File: config.mk
export PLATFORM = sky130hd
export DESIGN_NAME = mult_div_unit
export DESIGN_NICKNAME = d
export VERILOG_FILES = /design/src/rtl/mult_div_pkg.sv /design/src/rtl/md_div_step.sv /design/src/rtl/mult_div_unit.sv
export SDC_FILE = /design/constraint.sdc
export NUM_CORES = 1
export LEC_CHECK = 0
export CAP_MARGIN = 20
export CORE_MARGIN = 5
export CORE_UTILIZATION = 25
export DETAILED_ROUTE_END_ITERATION = 10
export DONT_BUFFER_PORTS = 1
export PLACE_DENSITY_LB_ADDON = 0.08
export SYNTH_ARGS = -nofsm -noshare
export SYNTH_HDL_FRONTEND = slang
export SYNTH_SLANG_ARGS = --single-unit
File: constraint.sdc
create_clock -name clk -period 3.9 [get_ports clk]
set_input_delay 0.585 -clock clk [delete_from_list [all_inputs] [get_ports clk]]
set_output_delay 0.585 -clock clk [all_outputs]
set_load 0.005 [all_outputs]
File: src/rtl/mult_div_pkg.sv
// Shared definitions for the iterative multiply/divide unit: the sequencer
// state encoding, the command codes on multControl/divControl and the
// default iteration count.
package mult_div_pkg;

   // Sequencer states of the multiply/divide unit
   typedef enum logic [2:0] {
      ST_IDLE    = 3'd0,
      ST_MULT    = 3'd1,
      ST_DIV     = 3'd2,
      ST_SIGNFIX = 3'd3,
      ST_DONE    = 3'd4
   } mdState_t;

   // Command codes; 2'b11 is reserved and behaves like idle
   localparam logic [1:0] MD_IDLE  = 2'b00;
   localparam logic [1:0] MD_START = 2'b01;
   localparam logic [1:0] MD_ABORT = 2'b10;

   // Default operand width, which is also the number of iterations
   localparam int MD_ITER = 32;

endpackage

File: src/rtl/md_div_step.sv
// One restoring-division step on unsigned magnitudes. The partial remainder
// is shifted left taking in the next dividend bit from the top of quo; if the
// divisor fits, it is subtracted and a 1 enters the quotient, otherwise the
// shifted remainder is kept and a 0 enters the quotient.
module md_div_step
   import mult_div_pkg::*;
#(
   parameter int WIDTH = MD_ITER
)
(
   input  logic [WIDTH-1:0] rem,
   input  logic [WIDTH-1:0] quo,
   input  logic [WIDTH-1:0] divisor,
   output logic [WIDTH-1:0] remNext,
   output logic [WIDTH-1:0] quoNext
);

   logic [WIDTH:0] shifted;
   logic [WIDTH:0] trial;

   // Trial subtraction; the top bit of the difference tells whether it went negative
   always_comb begin
      shifted = {rem, quo[WIDTH-1]};
      trial   = shifted - {1'b0, divisor};
      if (!trial[WIDTH]) begin
         remNext = trial[WIDTH-1:0];
         quoNext = {quo[WIDTH-2:0], 1'b1};
      end else begin
         remNext = shifted[WIDTH-1:0];
         quoNext = {quo[WIDTH-2:0], 1'b0};
      end
   end

endmodule

File: src/rtl/mult_div_unit.sv
// Iterative signed multiply/divide unit for the multicycle CPU datapath.
// Multiply uses radix-2 Booth recoding, one step per clock, on a
// {P, Q, q-1} register where P carries one extra sign bit so that the most
// negative multiplicand cannot overflow the partial product. Divide runs
// restoring division on operand magnitudes and fixes the signs afterwards
// (quotient truncates toward zero, remainder follows the dividend).
// hi/lo are written only when an operation completes.
//
// Optional feature: define MULT_EARLY_EXIT_EN to let a multiply finish as
// soon as the remaining multiplier bits would only cause shifts.
module mult_div_unit
   import mult_div_pkg::*;
#(
   parameter int WIDTH = MD_ITER
)
(
   input  logic             clk,
   input  logic             reset,
   input  logic [1:0]       multControl,
   input  logic [1:0]       divControl,
   input  logic [WIDTH-1:0] a,
   input  logic [WIDTH-1:0] b,
   output logic [WIDTH-1:0] hi,
   output logic [WIDTH-1:0] lo,
   output logic             busy,
   output logic             done,
   output logic             div0
);

   localparam int CW = $clog2(WIDTH + 1);

   mdState_t         state;
   logic [CW-1:0]    counter;

   logic [WIDTH:0]   mcand;
   logic [WIDTH:0]   pReg;
   logic [WIDTH-1:0] qReg;
   logic             qm1;

   logic [WIDTH-1:0] remReg;
   logic [WIDTH-1:0] quoReg;
   logic [WIDTH-1:0] divisorReg;
   logic             signA;
   logic             signB;
   logic             isDiv;
   logic             divZero;

   logic             abortReq;
   logic [WIDTH:0]   pSum;
   logic [2*WIDTH+1:0] boothShifted;
   logic [WIDTH-1:0] remNext;
   logic [WIDTH-1:0] quoNext;

   assign abortReq = (multControl == MD_ABORT) || (divControl == MD_ABORT);

   // Booth step: add or subtract the multiplicand per {Q0, q-1}, then shift the whole register right arithmetically
   always_comb begin
      pSum = pReg;
      case ({qReg[0], qm1})
         2'b01:   pSum = pReg + mcand;
         2'b10:   pSum = pReg - mcand;
         default: pSum = pReg;
      endcase
      boothShifted = {pSum[WIDTH], pSum, qReg};
   end

   md_div_step #(
      .WIDTH   (WIDTH)
   ) u_divStep (
      .rem     (remReg),
      .quo     (quoReg),
      .divisor (divisorReg),
      .remNext (remNext),
      .quoNext (quoNext)
   );

`ifdef MULT_EARLY_EXIT_EN
   localparam logic [WIDTH-1:0] ONE = {{(WIDTH-1){1'b0}}, 1'b1};

   logic [WIDTH-1:0]    pendMask;
   logic [WIDTH-1:0]    pendBits;
   logic                earlyExit;
   logic signed [2*WIDTH:0] exitShifted;

   // When the unprocessed multiplier bits and q-1 are uniform, every remaining step is a pure shift
   always_comb begin
      pendMask    = (ONE << counter) - ONE;
      pendBits    = qReg & pendMask;
      earlyExit   = ((pendBits == '0) && !qm1) || ((pendBits == pendMask) && qm1);
      exitShifted = $signed({pReg, qReg}) >>> counter;
   end
`endif

   // Sequencer: accepts commands in IDLE, iterates, fixes signs and commits hi/lo in DONE
   always_ff @(posedge clk) begin
      if (reset) begin
         state      <= ST_IDLE;
         counter    <= '0;
         mcand      <= '0;
         pReg       <= '0;
         qReg       <= '0;
         qm1        <= 1'b0;
         remReg     <= '0;
         quoReg     <= '0;
         divisorReg <= '0;
         signA      <= 1'b0;
         signB      <= 1'b0;
         isDiv      <= 1'b0;
         divZero    <= 1'b0;
         hi         <= '0;
         lo         <= '0;
         busy       <= 1'b0;
         done       <= 1'b0;
         div0       <= 1'b0;
      end else begin
         done <= 1'b0;
         div0 <= 1'b0;
         case (state)
            ST_IDLE: begin
               if (multControl == MD_START) begin
                  mcand   <= {a[WIDTH-1], a};
                  pReg    <= '0;
                  qReg    <= b;
                  qm1     <= 1'b0;
                  counter <= CW'(WIDTH);
                  isDiv   <= 1'b0;
                  divZero <= 1'b0;
                  busy    <= 1'b1;
                  state   <= ST_MULT;
               end else if (divControl == MD_START) begin
                  isDiv <= 1'b1;
                  if (b == '0) begin
                     divZero <= 1'b1;
                     state   <= ST_DONE;
                  end else begin
                     divZero    <= 1'b0;
                     signA      <= a[WIDTH-1];
                     signB      <= b[WIDTH-1];
                     remReg     <= '0;
                     quoReg     <= a[WIDTH-1] ? -a : a;
                     divisorReg <= b[WIDTH-1] ? -b : b;
                     counter    <= CW'(WIDTH);
                     busy       <= 1'b1;
                     state      <= ST_DIV;
                  end
               end
            end

            ST_MULT: begin
               if (abortReq) begin
                  busy  <= 1'b0;
                  state <= ST_IDLE;
               end
`ifdef MULT_EARLY_EXIT_EN
               else if (earlyExit) begin
                  pReg    <= exitShifted[2*WIDTH:WIDTH];
                  qReg    <= exitShifted[WIDTH-1:0];
                  qm1     <= 1'b0;
                  counter <= '0;
                  state   <= ST_DONE;
               end
`endif
               else begin
                  pReg    <= boothShifted[2*WIDTH+1:WIDTH+1];
                  qReg    <= boothShifted[WIDTH:1];
                  qm1     <= boothShifted[0];
                  counter <= counter - CW'(1);
                  if (counter == CW'(1)) begin
                     state <= ST_DONE;
                  end
               end
            end

            ST_DIV: begin
               if (abortReq) begin
                  busy  <= 1'b0;
                  state <= ST_IDLE;
               end else begin
                  remReg  <= remNext;
                  quoReg  <= quoNext;
                  counter <= counter - CW'(1);
                  if (counter == CW'(1)) begin
                     state <= ST_SIGNFIX;
                  end
               end
            end

            ST_SIGNFIX: begin
               if (abortReq) begin
                  busy  <= 1'b0;
                  state <= ST_IDLE;
               end else begin
                  if (signA ^ signB) begin
                     quoReg <= -quoReg;
                  end
                  if (signA) begin
                     remReg <= -remReg;
                  end
                  state <= ST_DONE;
               end
            end

            ST_DONE: begin
               done  <= 1'b1;
               busy  <= 1'b0;
               state <= ST_IDLE;
               if (divZero) begin
                  div0 <= 1'b1;
               end else if (isDiv) begin
                  hi <= remReg;
                  lo <= quoReg;
               end else begin
                  hi <= pReg[WIDTH-1:0];
                  lo <= qReg;
               end
            end

            default: begin
               busy  <= 1'b0;
               state <= ST_IDLE;
            end
         endcase
      end
   end

endmodule

==> impl_summary.txt <==
----------------------------------------------------
[Finish]
  Combined area of the multi-input logic cells ... 12,300 sq um
  Flip-flop and latch area ... 5470 sq um
  Antenna Cells ... 0
  Fraction of final layout cells sized beyond drive strength 1 ... 15.8%
  Layout overhead on the synthesized area ... 21.0%
  Most frequent standard cell in the layout excluding fill and tap cells ... sky130_fd_sc_hd__nor2_1
  Final Instance Count excl. Fillers ... 3,343
  Count of fill cells added during filler insertion ... 7,772
  Top library cells by usage in the layout, fill and taps aside ... 312 x sky130_fd_sc_hd__nor2_1, 268 x sky130_fd_sc_hd__dfxtp_1, 168 x sky130_fd_sc_hd__nand2_1
  Layout net count ... 2,509

[CTS]
  CTS Buf Count ... 38
  Number of sinks driven by the clock tree ... 273
  Maximum clock path buffer count ... 3
  Clock transition at the registers of the reported paths ... 0.06 ns
  CTS tree ... yes
  Maximum level of the CTS H-tree ... 2
  Root buffer cell ... sky130_fd_sc_hd__clkbuf_16
  Clock latency at the later pin of the worst-skew pair ... 0.58 ns

[Die]
  Full die area ... 77,800 sq um
  Core ar. ... 71,600 sq um
  Effective utilization at floorplan ... 25.2%
  Die X-Extent ... 279 um
  Die Span Y ... 279 um
  I/O pin count ... 137
  # rows ... 98

[Routing]
  Remaining antenna violation count after routing ... 0
  Total Wirelength ... 74,700 um
  WL per Instance ... 22.4 um
  Detailed-route via count ... 17,200
  Final routed DRC violation total ... 0
  First-pass detailed-route iteration total ... 5
  Vias per inst ... 5.16
  Starting DRC count in detailed routing ... 1,149

[STA]
  Total negative slack ... -0.0885 ns
  Min setup slack post-route ... -0.0885 ns
  Relative slew slack ... 12.9%
  Setup-failing EPs final ... 1
  RSZ-0062 raised after global routing ... true
  Final setup skew ... 0.0486 ns
  F_max ... 251 MHz
  Final number of max-transition violations ... 0
  Hold Fails Final Rpt ... 0
  Slew @ Worst Pin ... 1.30 ns
  Final cycle utilization of the critical path ... 102%
  Min Hold Slack ... 0.0950 ns
  Shortest clock period the worst path allows after layout ... 3.99 ns

[Min path]
  Path type of the worst min-delay path ... in -> reg

[Setup path]
  Capturing element of the worst setup path ... pReg[31]
  Required @ worst endpoint ... 4.36 ns
  R2r worst-path depth ... 17
  Critical Path Source ... mcand[3]
  Critical path fanouts, max ... 6
  Capture instance of the worst register-to-register path ... pReg[31]
  CP Class ... reg -> reg
  R2r startpoint ... mcand[3]
  Critical Path AT ... 4.45 ns
  Worst path slowest cell ... sky130_fd_sc_hd__a2111o_1
  Crit-path max cell delay ... 0.41 ns
  Crit start category ... flop
  Kind of end point of the critical path ... flop
  Ordered list of cells on the worst path ... nor3_4 > nand2_2 > buf_6 > nor3b_2 > buf_4 > a21oi_1 > xnor2_1 > ha_1 > a21o_1 > a221o_1 > a21o_1 > a2111o_1 > a311o_1 > a21oi_2 > xnor2_1 > nand2_1 > mux2_4
  Setup slack of the most critical reg-to-reg path ... -0.09 ns

[Power and ir drop]
  Power per cell area ... 421 nW/um^2
  Leakage power summed over all cells ... 8.02 nW
  Power after layout ... 9.21 mW
  Peak supply drop ... 0.280 mV

[Synthesis]
  Fraction of registers with async set/reset ... 0%
  Seq/Total Area, Yosys ... 30.2%
  Syn Nets ... 2,446
  Number of cells produced by synthesis ... 2,302
  Cell variety after synth ... 72
  Top_reg_cell synth ... sky130_fd_sc_hd__dfxtp_1
  Mapped cell area ... 18,100 sq um
  Flop and latch count out of synthesis ... 273
  EDFF count, synth ... 0
  Post-synthesis average cell area ... 7.85 sq um
  Yosys synthesis warning count ... 0

[Global route]
  Number of global-route vias before repair ... 16,700
  Most heavily used metal layer in global routing ... met2
  GR Util met2 ... 29.8%
  Met1 Resource Use GR ... 25.3%
  Total congestion overflow after global routing ... 0
  Wire length of the first global-routing pass ... 111,000 um
  Antenna violations before repair ... 0
  Pin count of the biggest net entering global routing ... 278
  Met3 track demand over resource ... 3.11%
  Global-route total usage across every layer ... 18.4%

[Placed design]
  Half-perimeter wire length after detailed placement ... 56,200 um
  Worst slack at placement ... -0.125 ns
  Placed cells ... 3,261
  Placer Congestion ... 0.832
  Port Buffer Count ... 0

[Status]
  Failing checks ... negative setup slack
  Outcome ... finished, violations left

[Run]
  Max cap viols ... 0

----------------------------------------------------
==> power by group <==
part,switching [mW],internal (mW)
Sequential,0.204,2.93
Clock,1.46,1.95
Combinational,1.45,1.22
Total,3.12,6.10
==> how the worst min path moves through the flow <==
| stage | endpoint | startpoint | cells past startpoint | slack (ns) |
|---|---|---|---|---|
| floorplan | divZero | divZero | 2 | 0.44 |
| global placement | divisorReg[31] | divisorReg[31] | 2 | 0.46 |
| detailed placement | divisorReg[31] | divisorReg[31] | 2 | 0.46 |
| CTS | hi[30] | reset | 1 | 0.08 |
| global route | hi[18] | reset | 1 | 0.07 |
| finish | hi[30] | reset | 1 | 0.09 |
==> logic make-up after synthesis <==
logic type | count (synthesis) | synth area share (%)
mux | 135 | 7.62
simple gates | 768 | 19.7
xor+xnor | 154 | 7.46
buf+inv | 235 | 4.92
flops | 273 | 30.2
compound gates | 663 | 24.8
fa+ha+maj | 74 | 5.20
==> flip-flops by register name, summed over array words and instances (netlist names) <==
name        cells
divisorReg     32
hi             32
lo             32
mcand          32
pReg           32
qReg           32
quoReg         32
remReg         32
counter         6
state           3
busy            1
div0            1
divZero         1
done            1
isDiv           1
qm1             1
signA           1
signB           1
==> synthesized netlist by cell type, types with 21 or more instances <==
library cell / count / share of area, %
sky130_fd_sc_hd__nor2_1: 321 / 6.7
sky130_fd_sc_hd__dfxtp_1: 273 / 30
sky130_fd_sc_hd__nand2_1: 173 / 3.6
sky130_fd_sc_hd__a211oi_1: 165 / 6.9
sky130_fd_sc_hd__a21oi_1: 143 / 4.0
sky130_fd_sc_hd__clkbuf_1: 140 / 2.9
sky130_fd_sc_hd__o21ai_0: 119 / 3.3
sky130_fd_sc_hd__mux2i_1: 114 / 6.3
sky130_fd_sc_hd__xnor2_1: 99 / 4.8
sky130_fd_sc_hd__inv_1: 77 / 1.6
sky130_fd_sc_hd__ha_1: 72 / 5.0
sky130_fd_sc_hd__nor3_1: 65 / 1.8
sky130_fd_sc_hd__xor2_1: 55 / 2.7
sky130_fd_sc_hd__a222oi_1: 38 / 2.1
sky130_fd_sc_hd__nand3_1: 31 / 0.86
sky130_fd_sc_hd__a21o_1: 30 / 1.2
sky130_fd_sc_hd__nand2b_1: 27 / 0.93
sky130_fd_sc_hd__or3_1: 25 / 0.87
sky130_fd_sc_hd__o31ai_1: 24 / 1.0
sky130_fd_sc_hd__a22oi_1: 23 / 0.96
sky130_fd_sc_hd__nor4_1: 22 / 0.76
sky130_fd_sc_hd__mux2_2: 21 / 1.3
==> per-stage QoR <==
stage / cell area [sq um] / util [%]
after floorplan: 18100 / -
after global placement: 20100 / 28.0
after detailed placement: 20100 / 28.0
after CTS: 21400 / 29.9
after global routing: 21900 / 30.5
final: 21900 / 30.5
==> routing by layer <==
| metal | part of all wire [%] | vias to the layer above |
|---|---|---|
| li1 | - | 8598 |
| met1 | 46 | 8181 |
| met2 | 46 | 366 |
| met3 | 5.0 | 89 |
| met4 | 2.7 | 0 |
| met5 | 0 | - |
==> worst max-delay path: cells and delay by family (launching register included) <==
family	cells	cell delay, ns
buffers and inverters	2	0.28
and+or+nand+nor	4	0.53
xor gates and xnor gates	2	0.32
adders and majority gates	1	0.33
muxes	1	0.32
DFF	1	0.33
AOI/OAI and AO/OA	7	1.74
==> cell type report <==
class,count,share of cell area (%)
flip-flops and latches,273,25.0
clock inverters,18,0.663
clock buffers,50,4.87
well taps,950,5.43
repair buffers,181,6.65
inverters,77,1.32
multi-input cells,1794,56.0
==> timing repair <==
item | CTS | global route
hold buffers | 0 | 0
pin swaps | 11 | 44
buffers inserted | 6 | 9
resized for setup | 13 | 96
cloned | 1 | 0
endpoints found under the setup margin | 30 | 38
Note: power is estimated with default switching activity, not from simulation.
